--- src/rtl/ring_osc_freq_meter.sv ---
// Gated rising-edge counter for a divided ring oscillator, result held for readout.
// Define FREQ_METER_SHIFT_EN to add a serial shift-out of the result (rd_shift/rd_bit).
module ring_osc_freq_meter #(
  parameter int CNT_W       = 16,
  parameter int GATE_W      = 10,
  parameter int SYNC_STAGES = 2
) (
  input  logic              clk,
  input  logic              rst_n,
  input  logic              osc_in,
  input  logic              start,
  input  logic              abort,
  input  logic [GATE_W-1:0] gate_len,
`ifdef FREQ_METER_SHIFT_EN
  input  logic              rd_shift,
  output logic              rd_bit,
`endif
  output logic              busy,
  output logic              done,
  output logic [CNT_W-1:0]  count,
  output logic              overflow
);

  localparam logic [GATE_W-1:0] GATE_ONE = GATE_W'(1);
  localparam logic [CNT_W-1:0]  CNT_ONE  = CNT_W'(1);

  typedef enum logic [1:0] {
    S_IDLE,
    S_ARM,
    S_GATE,
    S_DONE
  } state_t;

  state_t                 r_state;
  state_t                 w_next;
  logic [SYNC_STAGES-1:0] r_sync;
  logic                   r_prev;
  logic                   w_s;
  logic                   w_edge;
  logic [GATE_W-1:0]      r_gate_cnt;
  logic [GATE_W-1:0]      w_gate_nxt;
  logic [CNT_W-1:0]       r_count;
  logic [CNT_W-1:0]       w_cnt_nxt;
  logic                   r_ovf;
  logic                   w_ovf_nxt;
  logic                   r_busy;
  logic                   r_done;

  assign w_s    = r_sync[SYNC_STAGES-1];
  assign w_edge = w_s & ~r_prev;

  // prev follows s every cycle, so the ARM cycle already primes it
  always_ff @(posedge clk or negedge rst_n) begin
    if (!rst_n) begin
      r_sync <= '0;
      r_prev <= 1'b0;
    end else begin
      r_sync <= {r_sync[SYNC_STAGES-2:0], osc_in};
      r_prev <= w_s;
    end
  end

  always_comb begin
    w_next = r_state;
    case (r_state)
      S_IDLE: if (start) w_next = S_ARM;
      S_ARM: begin
        if (gate_len == '0) w_next = S_DONE;
        else                w_next = S_GATE;
      end
      S_GATE: if (r_gate_cnt == GATE_ONE) w_next = S_DONE;
      S_DONE: if (start) w_next = S_ARM;
      default: w_next = S_IDLE;
    endcase
    if (abort) w_next = S_IDLE;
  end

  always_comb begin
    w_gate_nxt = r_gate_cnt;
    w_cnt_nxt  = r_count;
    w_ovf_nxt  = r_ovf;
    case (r_state)
      S_ARM: begin
        w_gate_nxt = gate_len;
        w_cnt_nxt  = '0;
        w_ovf_nxt  = 1'b0;
      end
      S_GATE: begin
        w_gate_nxt = r_gate_cnt - GATE_ONE;
        if (w_edge) begin
          if (&r_count) w_ovf_nxt = 1'b1;
          else          w_cnt_nxt = r_count + CNT_ONE;
        end
      end
      default: ;
    endcase
    if (abort) begin
      w_cnt_nxt = '0;
      w_ovf_nxt = 1'b0;
    end
  end

  always_ff @(posedge clk or negedge rst_n) begin
    if (!rst_n) begin
      r_state    <= S_IDLE;
      r_gate_cnt <= '0;
      r_count    <= '0;
      r_ovf      <= 1'b0;
      r_busy     <= 1'b0;
      r_done     <= 1'b0;
    end else begin
      r_state    <= w_next;
      r_gate_cnt <= w_gate_nxt;
      r_count    <= w_cnt_nxt;
      r_ovf      <= w_ovf_nxt;
      r_busy     <= (w_next == S_ARM) || (w_next == S_GATE);
      r_done     <= (w_next == S_DONE);
    end
  end

  assign busy     = r_busy;
  assign done     = r_done;
  assign count    = r_count;
  assign overflow = r_ovf;

`ifdef FREQ_METER_SHIFT_EN
  logic [CNT_W-1:0] r_shadow;

  // load uses the next count so the final gate edge is included
  always_ff @(posedge clk or negedge rst_n) begin
    if (!rst_n) begin
      r_shadow <= '0;
    end else if (w_next == S_DONE && r_state != S_DONE) begin
      r_shadow <= w_cnt_nxt;
    end else if (r_state == S_DONE && rd_shift) begin
      r_shadow <= {r_shadow[CNT_W-2:0], 1'b0};
    end
  end

  assign rd_bit = r_shadow[CNT_W-1];
`endif

endmodule
--- config.mk ---
export PLATFORM = sky130hd
export DESIGN_NAME = ring_osc_freq_meter
export DESIGN_NICKNAME = d
export VERILOG_FILES = /design/src/rtl/ring_osc_freq_meter.sv
export SDC_FILE = /design/constraint.sdc
export NUM_CORES = 1
export LEC_CHECK = 0
export ABC_CLOCK_PERIOD_IN_PS = 3600
export CORE_ASPECT_RATIO = 1.75
export CORE_MARGIN = 1
export CORE_UTILIZATION = 56
export CTS_CLUSTER_DIAMETER = 150
export DETAILED_ROUTE_END_ITERATION = 12
export PLACE_DENSITY = 0.92
export REMOVE_ABC_BUFFERS = 1
export SYNTH_ARGS = -nofsm -noshare
export SYNTH_HDL_FRONTEND = slang
export SYNTH_SLANG_ARGS = --single-unit
--- constraint.sdc ---
create_clock -name clk -period 3.6 [get_ports clk]
set_input_delay 0.72 -clock clk [delete_from_list [all_inputs] [get_ports clk]]
set_output_delay 0.72 -clock clk [all_outputs]
set_load 0.01 [all_outputs]
==> flow_summary.ini, run 1 <==
[outcome]
status = finished clean

[critical_path]
crit_fanout = 21
crit_chain = inv_1, ha_1, nor2_1, nor2_1, a311oi_1, a211oi_1, ha_1
cp-start-kind = register
r2r_end = busy
required_ns = 3.77
r2r_start = r_state[0]
cp_num_buf_inv = 1
critPathKind = reg2reg
reg2reg_slack_ns = 1.11
startpoint = r_state[0]
arrival_ns = 2.65
critPathTopFamily = adder cells
ff2ff_path_depth = 7
cpMaxStageDelayCell = ha_1
path_depth = 7
slowest_delay_ns = 0.54
end_kind = register

[final_layout]
multi_input_area_um2 = 957.2
fillers = 265
syn_to_final_growth_pct = 24.10
nNetsFinal = 256
drive_above_1_share = 0.07627
seqCellArea_um2 = 850.8
antenna_cells = 0

[routing]
dr.pass1.iters = 5
drcViolationCount = 0
wire_per_inst_um = 14.65
wl_um = 4086
vias = 1648
final_antenna_net_count = 0
via_per_inst = 5.907
drt-initial-drc-count = 56

[clocking]
cts_resized = 0
clock-sinks = 34
cts.reportedPaths.clkPinSlew_ns = 0.07
cts-hold-fix-buffers = 0
clk_latency_ns = 0.29
post_cts_buffers = 0
htree_levels = 2
cts_tree = built
clock_path_buffers = 2
cts_buffers = 5
clockRootBuffer = clkbuf_8

[sta]
rsz0062_at_grt = false
drv_slew = 0
tns_ns = 0
finClkSkew_ns = 0.006459
finalHoldViolCount = 0
period_needed_ns = 2.488
relSlewSlack = 0.4291
setup_viol = 0
worst_slew_pin_slew_ns = 0.8431
period_share = 0.6912
layout_setup_ws_ns = 1.112
max_freq_mhz = 401.9

[pwr]
power.share.combinational = 0.374
powerDensity_nw_per_um2 = 584.4
ir_worst_vdd_v = 0.0005094
clkPwrFrac = 0.212
power_switching_share = 0.3949
seq_power_share = 0.414
intPower_uw = 824.7
p_switching_uw = 538.2
p_leak_nw = 0.9288

[global_routing]
grt_pass1_wl_um = 6844
grt_pass1_vias = 1663
grt_start_max_net_pins = 35
antenna_found_initial = 0
overflow = 0
grt_usage = 0.2614

[floorplanning]
dieHeight_um = 78.64
io_pins = 34
start_util = 0.5918
rows = 27
core_um2 = 3176
die-area_um2 = 3601
die_w_um = 45.79

[worst_hold_path]
holdPathStages = 0
hp-class = reg2reg
hold_path_end = r_sync[1]
hp-start = r_sync[0]

[yosys]
yosysTopAreaCell = dfrtp_1
synth_common_cells = dfrtp_1, nor2_1, nand2_1
synth-warning-count = 0
synthArstFlopShare = 1.000
synth_edf_count = 0
netlist_instances = 201
syn_area_per_cell_um2 = 9.350
yosysMostFrequentCell = dfrtp_1
synth_cell_types = 37
netlist_area_um2 = 1879
netlist.area_leader.share = 0.4527
yosysSeqAreaShare = 0.4527
synth_seq_cells = 34
synth_area_leaders = dfrtp_1, xnor2_1, nor2_1
synthFlopType = dfrtp_1

[place]
dp_hpwl_um = 2993
pre_cts_ws_ns = 1.033
gp_congestion = 0.8733
io_buffers = 33

[run]
cap_violations = 0
## registers in the layout (all words and copies together) (netlist names)
| signal | count |
|---|---|
| r_state | 2 |
| r_prev | 1 |
| overflow | 1 |
| r_sync | 2 |
| count | 16 |
| r_gate_cnt | 10 |
| busy | 1 |
| done | 1 |
## cell usage in the layout, fill, tap and decap left out, drive strengths merged, types with 9 or more instances in the layout
cell,synthesis,final
clkdlybuf4s50,0,33
xnor2,13,13
dfrtp,34,34
inv,9,9
nand2,17,17
nor2,24,24
o21ai,13,13
## metal layers
| layer | routed length, um | up-vias | GRT usage | share of wire |
|---|---|---|---|---|
| met1 | 1543 | 781 | 0.2568 | 0.38 |
| li1 | - | 798 | - | - |
| met4 | 151 | 0 | 0.1618 | 0.037 |
| met5 | 0 | - | 0 | 0 |
| met2 | 2275 | 54 | 0.4671 | 0.56 |
| met3 | 116 | 15 | 0.04828 | 0.028 |
## how the worst max path moves through the flow
stage,slack (ns),endpoint
floorplan,1.53,busy
CTS,1.16,busy
global route,0.85,busy
detailed placement,1.03,count[7]
finish,1.11,busy
global placement,1.11,count[9]
## final cells by class
cell class / instances / share of cell area
multi-input cells: 150 / 0.4104
flip-flops and latches: 34 / 0.3648
repair buffers: 35 / 0.1481
clock buffers: 7 / 0.03702
well taps: 43 / 0.02307
inverters: 9 / 0.01448
clock inverters: 1 / 0.002146
## logic make-up (layout without fill, tap and decap cells)
kind of cell | after synthesis | in the layout | share of synthesized area
buffers and inverters | 17 | 52 | 0.03795
flip-flops | 34 | 34 | 0.4527
AO/OA/AOI/OAI | 43 | 43 | 0.1478
XOR/XNOR | 13 | 13 | 0.06059
AND/OR/NAND/NOR | 86 | 86 | 0.2503
multiplexers | 2 | 2 | 0.01065
adder cells (fa/ha/maj) | 6 | 6 | 0.03995
## per-stage QoR
step	cells	total power, mW	utilization	hold WS (ns)	cell area, um2
detailed placement	271	1.075	0.7057	0.3347	2241
global route	279	1.462	0.7344	0.3689	2332
global placement	271	1.049	0.7057	0.3332	2241
floorplan	193	0.9009	-	0.3312	1842
CTS	279	1.364	0.7344	0.3504	2332
finish	279	1.363	0.7344	0.3494	2332
## power by group through the flow
stage                     sequential [mW]  combinational, mW  clock [mW]
after floorplan                     0.548              0.353           0
after global placement              0.560              0.489           0
after detailed placement            0.567              0.508           0
after CTS                           0.560              0.508       0.295
after global routing                0.573              0.582       0.306
final                               0.564              0.510       0.289
Power figures use the tool's default switching activity.
==> run 2, diff against run 1 <==
- ABC_CLOCK_PERIOD_IN_PS: 3600 -> 2320
- CORE_UTILIZATION: 56 -> 52
- PLACE_DENSITY: 0.92 -> 0.87
- clock period: 3.6 -> 2.32 ns (I/O delays scaled with it)
==> flow_summary.ini, run 2 (synthesized netlist as in run 1, its figures left out) <==
[clocking]
clock_path_buffers = 2
cts.reportedPaths.clkPinSlew_ns = 0.07
clock-sinks = 34
clockRootBuffer = clkbuf_8
post_cts_buffers = 0
clk_latency_ns = 0.29
cts_tree = built
cts-hold-fix-buffers = 0
cts_resized = 0
htree_levels = 2
cts_buffers = 5

[sta]
relSlewSlack = 0.6444
tns_ns = 0
period_share = 0.9626
max_freq_mhz = 447.8
finalHoldViolCount = 0
drv_slew = 0
layout_setup_ws_ns = 0.08677
worst_slew_pin_slew_ns = 0.5315
rsz0062_at_grt = false
setup_viol = 0
finClkSkew_ns = 0.005602
period_needed_ns = 2.233

[floorplanning]
die_w_um = 47.45
rows = 28
die-area_um2 = 3868
io_pins = 34
start_util = 0.5530
core_um2 = 3398
dieHeight_um = 81.53

[routing]
drt-initial-drc-count = 31
final_antenna_net_count = 0
drcViolationCount = 0
via_per_inst = 5.698
dr.pass1.iters = 4
vias = 1641
wire_per_inst_um = 14.48
wl_um = 4169

[final_layout]
syn_to_final_growth_pct = 28.03
final_common_cell = dfrtp_1
final_cell_mix = dfrtp_1, clkdlybuf4s50_1, nor2_1
drive_above_1_share = 0.1070
fillers = 279
layout.cells.non_filler = 288
largest_reg_flops = 16
final_util = 0.7080
nNetsFinal = 263
antenna_cells = 0

[critical_path]
cp-start-kind = register
crit_fanout = 3
required_ns = 2.49
critPathKind = reg2reg
end_kind = register
arrival_ns = 2.41

[worst_hold_path]
hp-class = reg2reg

[outcome]
status = finished clean

[place]
gp_congestion = 0.8441
dp_hpwl_um = 3080
dp.cells = 280
pre_cts_ws_ns = 0.1281
io_buffers = 33

[global_routing]
overflow = 0
grt_pass1_vias = 1641
grt_start_max_net_pins = 35
grt_pass1_wl_um = 6934
grt_usage = 0.2529
antenna_found_initial = 0

[run]
cap_violations = 0

[pwr]
powerDensity_nw_per_um2 = 923.4
ir_worst_vdd_v = 0.0007936
p_leak_nw = 0.9725
finalPower_mw = 2.222
-- run 2: worst max-delay path, stage by stage, from the launching register on --
cell	delay [ns]
dfrtp_1	0.39
or4_4	0.57
nor3_4	0.16
nor3b_2	0.22
a311oi_1	0.12
a211oi_1	0.36
ha_1	0.29
-- run 2: routing by layer --
metal	track usage	vias up	share of wire
met5	0	-	0
met4	0.1457	0	0.030
met3	0.04396	13	0.030
met2	0.4507	51	0.55
met1	0.2578	773	0.39
li1	-	804	-
-- run 2: path summary, 6_finish.rpt --
check                      cells after the start         to  slack [ns]     startpoint
max in group asynchronous                      2   count[4]        1.42          rst_n
min in group asynchronous                      2   count[7]        0.60          rst_n
min reg2reg                                    0  r_sync[1]        0.35      r_sync[0]
max                                            6       busy        0.09  r_gate_cnt[3]
max reg2reg                                    6       busy        0.09  r_gate_cnt[3]
min                                            0  r_sync[1]        0.35      r_sync[0]
-- run 2: stage by stage --
| step | instance area [um2] | hold slack (ns) |
|---|---|---|
| floorplan | 1842 | 0.1684 |
| global placement | 2296 | 0.3355 |
| detailed placement | 2296 | 0.3365 |
| CTS | 2406 | 0.3518 |
| global route | 2406 | 0.3609 |
| finish | 2406 | 0.3540 |
-- run 2: layout make-up --
class                      instances  area, um2  share of cell area
multi-input combinational        150      957.2              0.3978
inverter                           9      33.78             0.01404
tap                               45      56.30             0.02340
sequential                        34      850.8              0.3536
timing repair buffer              42      397.9              0.1654
clock buffer                       8      110.1             0.04576
-- run 2: report_power, final --
| group | switching [mW] | internal [mW] | leakage [nW] | total (mW) |
|---|---|---|---|---|
| Clock | 0.215 | 0.300 | 0.0575 | 0.514 |
| Sequential | 0.126 | 0.722 | 0.446 | 0.847 |
| Combinational | 0.497 | 0.364 | 0.469 | 0.860 |
| Total | 0.837 | 1.39 | 0.973 | 2.22 |
